<file path="src/rtl/memory_req_master.sv">
// Single-outstanding memory initiator: write strobes 1 cycle after accept, read response >= 2 cycles after the strobe.
// Response waits for rsp_ready while cmd_ready stays low; the MEMORY_MASTER_STATS_EN macro adds saturating statistics counters.
module memory_req_master #(
  parameter int DATA_WIDTH     = 32,
  parameter int ADDR_WIDTH     = 4,
  parameter int TIMEOUT_CYCLES = 16,
  parameter int STAT_WIDTH     = 16
) (
  input  logic                  memory_clk,
  input  logic                  memory_rst,
  input  logic                  cmd_valid,
  output logic                  cmd_ready,
  input  logic                  cmd_wr,
  input  logic [ADDR_WIDTH-1:0] cmd_addr,
  input  logic [DATA_WIDTH-1:0] cmd_wdata,
  output logic                  rsp_valid,
  input  logic                  rsp_ready,
  output logic [DATA_WIDTH-1:0] rsp_data,
  output logic                  rsp_err,
  output logic                  memory_en,
  output logic                  memory_wr,
  output logic [ADDR_WIDTH-1:0] memory_addr,
  output logic [DATA_WIDTH-1:0] memory_data_in,
  input  logic                  memory_vld_out,
  input  logic [DATA_WIDTH-1:0] memory_data_out
`ifdef MEMORY_MASTER_STATS_EN
  ,
  output logic [STAT_WIDTH-1:0] stat_wr_cnt,
  output logic [STAT_WIDTH-1:0] stat_rd_cnt,
  output logic [STAT_WIDTH-1:0] stat_timeout_cnt,
  output logic [STAT_WIDTH-1:0] stat_spurious_vld_cnt
`endif
);

  localparam int CNT_W = (TIMEOUT_CYCLES > 2) ? $clog2(TIMEOUT_CYCLES) : 1;

  typedef enum logic [2:0] {IDLE, WRITE, READ_REQ, READ_WAIT, RESP} state_t;

  state_t                state_q, state_d;
  logic [CNT_W-1:0]      cnt_q, cnt_d;
  logic                  memory_en_q, memory_en_d;
  logic                  memory_wr_q, memory_wr_d;
  logic [ADDR_WIDTH-1:0] memory_addr_q, memory_addr_d;
  logic [DATA_WIDTH-1:0] memory_data_in_q, memory_data_in_d;
  logic                  rsp_valid_q, rsp_valid_d;
  logic [DATA_WIDTH-1:0] rsp_data_q, rsp_data_d;
  logic                  rsp_err_q, rsp_err_d;
  logic                  accept;
  logic                  timeout_hit;

  assign accept = (state_q == IDLE) && cmd_valid;
  // The counter is compared before its increment, so the error is raised on the
  // cycle the incremented count would reach TIMEOUT_CYCLES-1.
  assign timeout_hit = (state_q == READ_WAIT) && (cnt_q == CNT_W'(TIMEOUT_CYCLES - 2));

`ifdef MEMORY_MASTER_STATS_EN
  logic [STAT_WIDTH-1:0] stat_wr_q, stat_wr_d;
  logic [STAT_WIDTH-1:0] stat_rd_q, stat_rd_d;
  logic [STAT_WIDTH-1:0] stat_to_q, stat_to_d;
  logic [STAT_WIDTH-1:0] stat_sp_q, stat_sp_d;

  function automatic logic [STAT_WIDTH-1:0] sat_inc(input logic [STAT_WIDTH-1:0] v, input logic inc);
    return (inc && !(&v)) ? v + 1'b1 : v;
  endfunction
`endif

  always_ff @(posedge memory_clk or negedge memory_rst) begin
    if (!memory_rst) begin
      state_q          <= IDLE;
      cnt_q            <= '0;
      memory_en_q      <= 1'b0;
      memory_wr_q      <= 1'b0;
      memory_addr_q    <= '0;
      memory_data_in_q <= '0;
      rsp_valid_q      <= 1'b0;
      rsp_data_q       <= '0;
      rsp_err_q        <= 1'b0;
`ifdef MEMORY_MASTER_STATS_EN
      stat_wr_q        <= '0;
      stat_rd_q        <= '0;
      stat_to_q        <= '0;
      stat_sp_q        <= '0;
`endif
    end else begin
      state_q          <= state_d;
      cnt_q            <= cnt_d;
      memory_en_q      <= memory_en_d;
      memory_wr_q      <= memory_wr_d;
      memory_addr_q    <= memory_addr_d;
      memory_data_in_q <= memory_data_in_d;
      rsp_valid_q      <= rsp_valid_d;
      rsp_data_q       <= rsp_data_d;
      rsp_err_q        <= rsp_err_d;
`ifdef MEMORY_MASTER_STATS_EN
      stat_wr_q        <= stat_wr_d;
      stat_rd_q        <= stat_rd_d;
      stat_to_q        <= stat_to_d;
      stat_sp_q        <= stat_sp_d;
`endif
    end
  end

  always_comb begin
    state_d = state_q;
    case (state_q)
      IDLE:      if (cmd_valid) state_d = cmd_wr ? WRITE : READ_REQ;
      WRITE:     state_d = IDLE;
      READ_REQ:  state_d = READ_WAIT;
      READ_WAIT: if (memory_vld_out || timeout_hit) state_d = RESP;
      RESP:      if (rsp_ready) state_d = IDLE;
      default:   state_d = IDLE;
    endcase
  end

  // Registered outputs are decoded from the next state so they line up with it.
  always_comb begin
    memory_en_d      = (state_d == WRITE) || (state_d == READ_REQ);
    memory_wr_d      = (state_d == WRITE);
    memory_addr_d    = accept ? cmd_addr : memory_addr_q;
    memory_data_in_d = (accept && cmd_wr) ? cmd_wdata : memory_data_in_q;
    cnt_d            = (state_q == READ_WAIT) ? cnt_q + 1'b1 : '0;
    rsp_valid_d      = (state_d == RESP);
    rsp_data_d       = rsp_data_q;
    rsp_err_d        = rsp_err_q;
    if (state_q == READ_WAIT) begin
      if (memory_vld_out) begin
        rsp_data_d = memory_data_out;
        rsp_err_d  = 1'b0;
      end else if (timeout_hit) begin
        rsp_data_d = '0;
        rsp_err_d  = 1'b1;
      end
    end
`ifdef MEMORY_MASTER_STATS_EN
    stat_wr_d = sat_inc(stat_wr_q, state_q == WRITE);
    stat_rd_d = sat_inc(stat_rd_q, state_q == READ_REQ);
    stat_to_d = sat_inc(stat_to_q, timeout_hit && !memory_vld_out);
    stat_sp_d = sat_inc(stat_sp_q, memory_vld_out && (state_q != READ_WAIT));
`endif
  end

  assign cmd_ready      = (state_q == IDLE);
  assign memory_en      = memory_en_q;
  assign memory_wr      = memory_wr_q;
  assign memory_addr    = memory_addr_q;
  assign memory_data_in = memory_data_in_q;
  assign rsp_valid      = rsp_valid_q;
  assign rsp_data       = rsp_data_q;
  assign rsp_err        = rsp_err_q;
`ifdef MEMORY_MASTER_STATS_EN
  assign stat_wr_cnt           = stat_wr_q;
  assign stat_rd_cnt           = stat_rd_q;
  assign stat_timeout_cnt      = stat_to_q;
  assign stat_spurious_vld_cnt = stat_sp_q;
`endif

endmodule

</file>
<file path="config.mk">
export PLATFORM = sky130hd
export DESIGN_NAME = memory_req_master
export DESIGN_NICKNAME = d
export VERILOG_FILES = /design/src/rtl/memory_req_master.sv
export SDC_FILE = /design/constraint.sdc
export NUM_CORES = 1
export LEC_CHECK = 0
export BUFFER_PORTS_ARGS = -buffer_cell sky130_fd_sc_hd__buf_2
export CAP_MARGIN = 20
export CORE_MARGIN = 2
export CORE_UTILIZATION = 30
export DETAILED_ROUTE_END_ITERATION = 10
export HOLD_SLACK_MARGIN = 0.02
export SETUP_SLACK_MARGIN = 0.1
export SLEW_MARGIN = 5
export SYNTH_ARGS = -nofsm -noshare
export SYNTH_HDL_FRONTEND = slang
export SYNTH_SLANG_ARGS = --single-unit
</file>
<file path="constraint.sdc">
create_clock -name memory_clk -period 2.12 [get_ports memory_clk]
set_input_delay 0.318 -clock memory_clk [delete_from_list [all_inputs] [get_ports memory_clk]]
set_output_delay 0.318 -clock memory_clk [all_outputs]
set_load 0.005 [all_outputs]
</file>
==> results of run 1 <==
## registers in the layout, indices dropped and copies added, names as in the netlist
| register | flops |
|---|---|
| memory_wr | 1 |
| memory_addr | 4 |
| rsp_err | 1 |
| state_q | 3 |
| cnt_q | 4 |
| rsp_data | 32 |
| rsp_valid | 1 |
| memory_data_in | 32 |
| memory_en | 1 |
## cells by family after synthesis
family / Yosys count
XOR/XNOR: 2
flip-flops: 79
AO/OA/AOI/OAI: 38
buffers and inverters: 18
adder cells (fa/ha/maj): 2
multiplexers: 36
AND/OR/NAND/NOR: 80
## per-layer routing
| metal | GRT usage (%) | up-vias | wire (um) |
|---|---|---|---|
| met5 | 0 | - | 0 |
| met4 | 4.45 | 0 | 104 |
| met3 | 4.62 | 10 | 657 |
| met2 | 19.6 | 102 | 3220 |
| met1 | 16.6 | 1121 | 3150 |
| li1 | - | 1148 | - |
## synthesized netlist by cell type
master,instances
sky130_fd_sc_hd__nor3_1,1
sky130_fd_sc_hd__a31oi_1,1
sky130_fd_sc_hd__nand3b_1,1
sky130_fd_sc_hd__mux2_2,8
sky130_fd_sc_hd__and4b_1,1
sky130_fd_sc_hd__nand4b_1,1
sky130_fd_sc_hd__buf_6,4
sky130_fd_sc_hd__xnor2_1,1
sky130_fd_sc_hd__nand2_4,1
sky130_fd_sc_hd__o21a_1,1
sky130_fd_sc_hd__mux2_4,28
sky130_fd_sc_hd__nor2b_1,1
sky130_fd_sc_hd__dfrtp_1,79
sky130_fd_sc_hd__nor2_1,6
sky130_fd_sc_hd__nand3_1,2
sky130_fd_sc_hd__inv_1,4
sky130_fd_sc_hd__nand2_1,65
sky130_fd_sc_hd__ha_1,2
sky130_fd_sc_hd__o21ai_0,34
sky130_fd_sc_hd__xor2_1,1
sky130_fd_sc_hd__nor4b_4,1
sky130_fd_sc_hd__a311o_1,2
sky130_fd_sc_hd__clkbuf_1,10
## power by group through the flow
stage	combinational (mW)	sequential [mW]	clock, mW
floorplan	0.999	2.60	0
global placement	1.91	2.56	0
detailed placement	1.98	2.56	0
CTS	1.97	2.55	1.18
global route	2.15	2.64	1.24
finish	1.93	2.55	1.12
## cell type report
| cell class | instances | area [um2] | area share [%] |
|---|---|---|---|
| clock buffer | 11 | 141 | 3.30 |
| multi-input combinational | 158 | 1110 | 25.9 |
| timing repair buffer | 153 | 813 | 19.0 |
| inverter | 4 | 15.0 | 0.351 |
| clock inverter | 5 | 57.6 | 1.34 |
| sequential | 79 | 1980 | 46.2 |
| tap | 136 | 170 | 3.97 |
## placed cells by master (no fill, tap or decap), types with 2 or more instances in the layout
cell                       count
sky130_fd_sc_hd__a311o_1       2
sky130_fd_sc_hd__buf_12        2
sky130_fd_sc_hd__buf_2       145
sky130_fd_sc_hd__buf_4         5
sky130_fd_sc_hd__clkbuf_8     10
sky130_fd_sc_hd__clkinv_2      2
sky130_fd_sc_hd__clkinv_4      2
sky130_fd_sc_hd__dfrtp_1      79
sky130_fd_sc_hd__ha_1          2
sky130_fd_sc_hd__inv_1         4
sky130_fd_sc_hd__mux2_2        8
sky130_fd_sc_hd__mux2_4       28
sky130_fd_sc_hd__nand2_1      65
sky130_fd_sc_hd__nand3_1       2
sky130_fd_sc_hd__nor2_1        5
sky130_fd_sc_hd__o21ai_0      34
## through the flow
step                utilization (%)  std cells  setup WS, ps  hold slack [ps]  area [um2]
floorplan                         -        255           453             22.4        3180
global placement               39.5        529           391              316        4070
detailed placement             39.5        529           335              318        4070
CTS                            41.5        546           334              148        4280
global route                   41.5        546           250              153        4280
finish                         41.5        546           352              174        4280
## how the worst min path moves through the flow
stage                             from                  endpoint  slack (ps)  depth (start not counted)
floorplan                   memory_rst        cnt_q[0]$_DFF_PN0_          20                          0
global placement            memory_rst  rsp_data[15]$_DFFE_PN0P_         320                          1
detailed placement          memory_rst  rsp_data[15]$_DFFE_PN0P_         320                          1
CTS                 memory_data_out[2]   rsp_data[2]$_DFFE_PN0P_         150                          3
global route        memory_data_out[5]   rsp_data[5]$_DFFE_PN0P_         150                          3
finish              memory_data_out[2]   rsp_data[2]$_DFFE_PN0P_         170                          3
## worst reg2reg max path, cell delays in order, from the launching register on
cell	delay [ps]
sky130_fd_sc_hd__dfrtp_1	460
sky130_fd_sc_hd__nor4b_4	380
sky130_fd_sc_hd__nand2_4	370
sky130_fd_sc_hd__mux2_4	450
==> results.md, run 1 <==
- Relative max-transition margin: 59.9%
- Floorplan die area: 0.0114 mm2
- #FFs+latches synth: 79
- CP endpoint: memory_data_in[14]$_DFFE_PN0P_
- Antenna Nets Post-Route: 0
- Maximum buffer depth of the clock tree: 2
- Sequential fraction of the synthesis area: 62.2%
- Endpoints failing hold: 0
- Register-to-register path setup slack: 350 ps
- Num ports: 147
- Required time of the worst setup path: 2340 ps
- Final setup violation count: 0
- Setup repair after global routing missed its margin: false
- Reg-to-reg startpoint: state_q[1]$_DFF_PN0_
- Leakage: 2.27 nW
- Biggest cell delay along the critical path: 460 ps
- Clock group share of total power: 20.0%
- Worst-path clk slew: 80 ps
- Mapped Area: 0.00318 mm2
- Critical path type: reg2reg
- Routability cong.: 0.680
- Worst-case reg-to-reg path depth: 3
- Die height: 107 um
- Adder-cell area share of the yosys netlist: 0.787%
- Clock tree from TritonCTS: built
- Number of buffers and inverters on the critical path: 0
- MaxCap Viol Count: 0
- Vias in the first global route: 2380
- Share of the clock period used by the worst path after layout: 83.4%
- Post-layout power: 5.60 mW
- Synthesized netlist net count: 331
- DRC errors left: 0
- Final Slew Violations: 0
- Number of gates given a new drive strength after cts: 0
- Per-cell via count in the routed design: 4.36
- Core footprint: 0.0103 mm2
- Cells traversed along the worst timing path: nor4b_4 -> nand2_4 -> mux2_4
- Antenna violations before repair: 0
- Cell count after synthesis: 255
- Classification of the worst-slack hold path: in2reg
- Total power per unit cell area: 1310 mW/mm2
- Total inserted antenna cells: 0
- Mux contribution to synthesized area: 16.1%
- Hold buffers post-CTS: 1
- # H-tree levels: 3
- Most area-hungry cell type in the Yosys netlist: sky130_fd_sc_hd__dfrtp_1
- Run status: finished, final reports clean
- Most area-consuming cells after synthesis: sky130_fd_sc_hd__dfrtp_1, sky130_fd_sc_hd__mux2_4, sky130_fd_sc_hd__nand2_1
- Proportion of layout cells with a drive suffix above 1: 50.2%
- Final layout net count: 481
- Yosys warnings: 0
- Crit path max-delay cell type: sky130_fd_sc_hd__dfrtp_1
- Net switching power of the design: 1.71 mW
- Post-Synth Simple-Gate Area: 11.0%
- Maximum net fanout on the critical path: 34
- Buffer count from post-CTS setup fixing: 0
- Cell Rows: 37
- Top achievable clock speed: 566 MHz
- Shortest clock period the worst path allows after layout: 1770 ps
- Maximum number of pins on one net before global-route repair: 44
- Post-synthesis average cell area: 12.5 um2
- Final TNS setup: 0 ps
- Portion of synthesized cell area occupied by the leading cell type: 62.2%
- Destination of the worst register-to-register timing path: memory_data_in[14]$_DFFE_PN0P_
- Cell family with most CP delay: simple AND/OR/NAND/NOR gates
- Total gr overflow: 0
- Layout area overhead: 34.7%
- DIE WIDTH: 107 um
- Global-route wire length before repair: 11.5 mm
- Global Route Usage Sum: 12.7%
- Data arrival time at the worst-slack endpoint: 1990 ps
- Effective utilization at floorplan: 30.8%
- Post-synthesis share of cell area spent on xor and xnor gates: 0.551%
- Fraction of power consumed by sequential logic: 45.5%
- Detailed-route wire length per cell: 13.1 um
- Startpoint of the worst setup timing path: state_q[1]$_DFF_PN0_
- Endpoint kind of the worst setup timing path: flop
- Clock tree skew after final layout: 12.2 ps
- Number of I/O port buffers: 146
- Fill cell total of the finished layout: 1025
- Cell at the root of the clock tree: sky130_fd_sc_hd__clkbuf_8
- DR iter-0 viols: 120
- Num CTS Buffers: 9
- Worst ir drop on vdd: 0.471 mV
- Clock latency at the later pin of the worst-skew pair: 340 ps
- Worst slew pin tran: 602 ps
- Fraction of power spent switching nets: 30.5%
- Stages on the worst setup path: 3
- Compound-cell area share of the yosys netlist: 6.41%
- Drt total wl: 7.13 mm
- Detailed placer's ending HPWL: 5.13 mm
- Number of detailed-routing iterations run before antenna repair: 4
- Internal power of the cells: 3.89 mW
- Startpoint kind of the worst setup timing path: flop
- Dominant combinational cell family by area after synthesis: multiplexers
- Via count: 2381
- Num Clock Sinks: 79
- Yosys cell types: 23
- Gate power share: 34.4%
(Power assumes the default switching activity.)
==> inputs of run 2 (changes only) <==
==> constraint.sdc (replaced) <==
create_clock -name memory_clk -period 1.7 [get_ports memory_clk]
set_input_delay 0.255 -clock memory_clk [delete_from_list [all_inputs] [get_ports memory_clk]]
set_output_delay 0.255 -clock memory_clk [all_outputs]
set_load 0.005 [all_outputs]
==> results.md, run 2 (synthesis gave the netlist of run 1 again) <==
- Final layout net count: 486 (was 481)
- Minimum setup slack in the final design: 163 ps (was 352 ps)
- Detailed placer's ending HPWL: 5.18 mm (was 5.13 mm)
- Final Slew Violations: 0 (unchanged)
- Clock latency at the later pin of the worst-skew pair: 350 ps (was 340 ps)
- Setup repair after global routing missed its margin: true (was false)
- Total inserted antenna cells: 0 (unchanged)
- Maximum net fanout on the critical path: 34 (unchanged)
- Leakage: 2.30 nW (was 2.27 nW)
- Layout area overhead: 37.6% (was 34.7%)
- Worst ir drop on vdd: 0.735 mV (was 0.471 mV)
- Setup slack after placement: 170 ps (was 335 ps)
- Post-layout power: 7.18 mW (was 5.60 mW)
- Leading cell type in the layout, fill and taps excluded: sky130_fd_sc_hd__buf_2 (unchanged)
- Relative max-transition margin: 73.0% (was 59.9%)
- Classification of the worst-slack hold path: in2reg (unchanged)
- DIE WIDTH: 107 um (unchanged)
- Num ports: 147 (unchanged)
- Cell Rows: 37 (unchanged)
- Floorplan die area: 0.0114 mm2 (unchanged)
- Detailed-route wire length per cell: 12.8 um (was 13.1 um)
- Via count: 2407 (was 2381)
- Share of the clock period used by the worst path after layout: 90.4% (was 83.4%)
- Clock tree from TritonCTS: built (unchanged)
- Run status: finished, final reports clean (unchanged)
- Vias in the first global route: 2396 (was 2380)
- Proportion of layout cells with a drive suffix above 1: 51.1% (was 50.2%)
- Cell Area, Placed: 0.00414 mm2 (was 0.00407 mm2)
- Total power per unit cell area: 1640 mW/mm2 (was 1310 mW/mm2)
- DR iter-0 viols: 109 (was 120)
- Cell at the root of the clock tree: sky130_fd_sc_hd__clkbuf_8 (unchanged)
- Register-to-register path setup slack: 160 ps (was 350 ps)
- Final TNS setup: 0 ps (unchanged)
- Die height: 107 um (unchanged)
- Startpoint kind of the worst setup timing path: flop (unchanged)
- Top achievable clock speed: 651 MHz (was 566 MHz)
- # H-tree levels: 3 (unchanged)
- Num Clock Sinks: 79 (unchanged)
- Required time of the worst setup path: 1920 ps (was 2340 ps)
- Final setup violation count: 0 (unchanged)
- Core footprint: 0.0103 mm2 (unchanged)
- Effective utilization at floorplan: 30.8% (unchanged)
- Per-cell via count in the routed design: 4.37 (was 4.36)
- Drt total wl: 7.03 mm (was 7.13 mm)
- Number of I/O port buffers: 146 (unchanged)
- Number of standard cells in the final layout excluding fillers: 551 (was 546)
- Data arrival time at the worst-slack endpoint: 1760 ps (was 1990 ps)
- Worst slew pin tran: 405 ps (was 602 ps)
- Routability cong.: 0.768 (was 0.680)
- Total gr overflow: 0 (unchanged)
- Fill cell total of the finished layout: 1003 (was 1025)
- Global Route Usage Sum: 12.5% (was 12.7%)
- Antenna Nets Post-Route: 0 (unchanged)
- Clock tree skew after final layout: 13.3 ps (was 12.2 ps)
- Placed Cells: 534 (was 529)
- Antenna violations before repair: 0 (unchanged)
- Number of detailed-routing iterations run before antenna repair: 4 (unchanged)
- Global-route wire length before repair: 11.2 mm (was 11.5 mm)
- Num CTS Buffers: 9 (unchanged)
- Critical path type: reg2reg (unchanged)
- DRC errors left: 0 (unchanged)
- MaxCap Viol Count: 0 (unchanged)
- Endpoints failing hold: 0 (unchanged)
- Maximum buffer depth of the clock tree: 2 (unchanged)
- Layout Cell Area excl Fill: 0.00438 mm2 (was 0.00428 mm2)
- Shortest clock period the worst path allows after layout: 1540 ps (was 1770 ps)
- Worst-path clk slew: 90 ps (was 80 ps)
- Commonest cells after routing, fill and taps aside: sky130_fd_sc_hd__buf_2, sky130_fd_sc_hd__dfrtp_1, sky130_fd_sc_hd__nand2_1, sky130_fd_sc_hd__o21ai_0, sky130_fd_sc_hd__mux2_4 (unchanged)
- Maximum number of pins on one net before global-route repair: 37 (was 44)
- Endpoint kind of the worst setup timing path: flop (unchanged)
-- run 2: cell types whose count changed in the layout (fill, tap and decap cells not counted), moves of 2 or more --
| cell | change |
|---|---|
| sky130_fd_sc_hd__clkinvlp_4 | +2 |
| sky130_fd_sc_hd__clkinv_2 | -2 |
| sky130_fd_sc_hd__buf_4 | +2 |
| sky130_fd_sc_hd__buf_12 | +2 |
-- run 2: worst max-delay path: stages, from the launching register on --
cell                      delay (ps)
sky130_fd_sc_hd__dfrtp_1         420
sky130_fd_sc_hd__nor4b_4         370
sky130_fd_sc_hd__nand2_4          90
sky130_fd_sc_hd__buf_12          180
sky130_fd_sc_hd__mux2_4          320
-- run 2: what timing repair did --
action	CTS	global route
resized for setup	0	3
endpoints found under the setup margin	0	38
hold buffers	1	0
setup buffers	0	0
endpoints found under the hold margin	29	0
-- run 2: area by class of cell --
class / count / area (um2) / share of cell area (%)
Multi-Input combinational cell: 158 / 1110 / 25.4
Tap cell: 136 / 170 / 3.89
Inverter: 4 / 15.0 / 0.343
Clock buffer: 10 / 128 / 2.92
Timing Repair Buffer: 158 / 880 / 20.1
Clock inverter: 6 / 92.6 / 2.12
Sequential cell: 79 / 1980 / 45.2
-- run 2: metrics by stage --
stage          utilization [%]  hold WS, ps
3_5_place_dp              40.1          217
5_1_grt                   42.4         86.7
4_1_cts                   42.3         80.5
2_1_floorplan                -        -40.6
6_report                  42.4          100
3_3_place_gp              40.1          216
-- run 2: metal layers --
metal	vias to the layer above	share of wire (%)	track usage [%]
met5	-	0	0
met4	0	1.8	4.17
met3	14	8.3	4.92
met2	103	44	18.7
met1	1134	46	16.5
li1	1156	-	-
-- run 2: power breakdown --
group	total (mW)	leakage, nW	switching, mW	internal [mW]
Sequential	3.19	0.977	0.475	2.72
Clock	1.54	0.103	0.705	0.835
Combinational	2.45	1.22	0.987	1.46
-- run 2: path summary, 6_finish.rpt --
check | start | endpoint | depth (start not counted)
max in group asynchronous | memory_rst | memory_data_in[30]$_DFFE_PN0P_ | 3
worst min register to register | cnt_q[0]$_DFF_PN0_ | cnt_q[0]$_DFF_PN0_ | 1
min in group asynchronous | memory_rst | rsp_data[13]$_DFFE_PN0P_ | 2
worst max register to register | state_q[2]$_DFF_PN0_ | memory_data_in[15]$_DFFE_PN0P_ | 4
worst max-delay path | state_q[2]$_DFF_PN0_ | memory_data_in[15]$_DFFE_PN0P_ | 4
worst min-delay path | memory_data_out[28] | rsp_data[28]$_DFFE_PN0P_ | 3
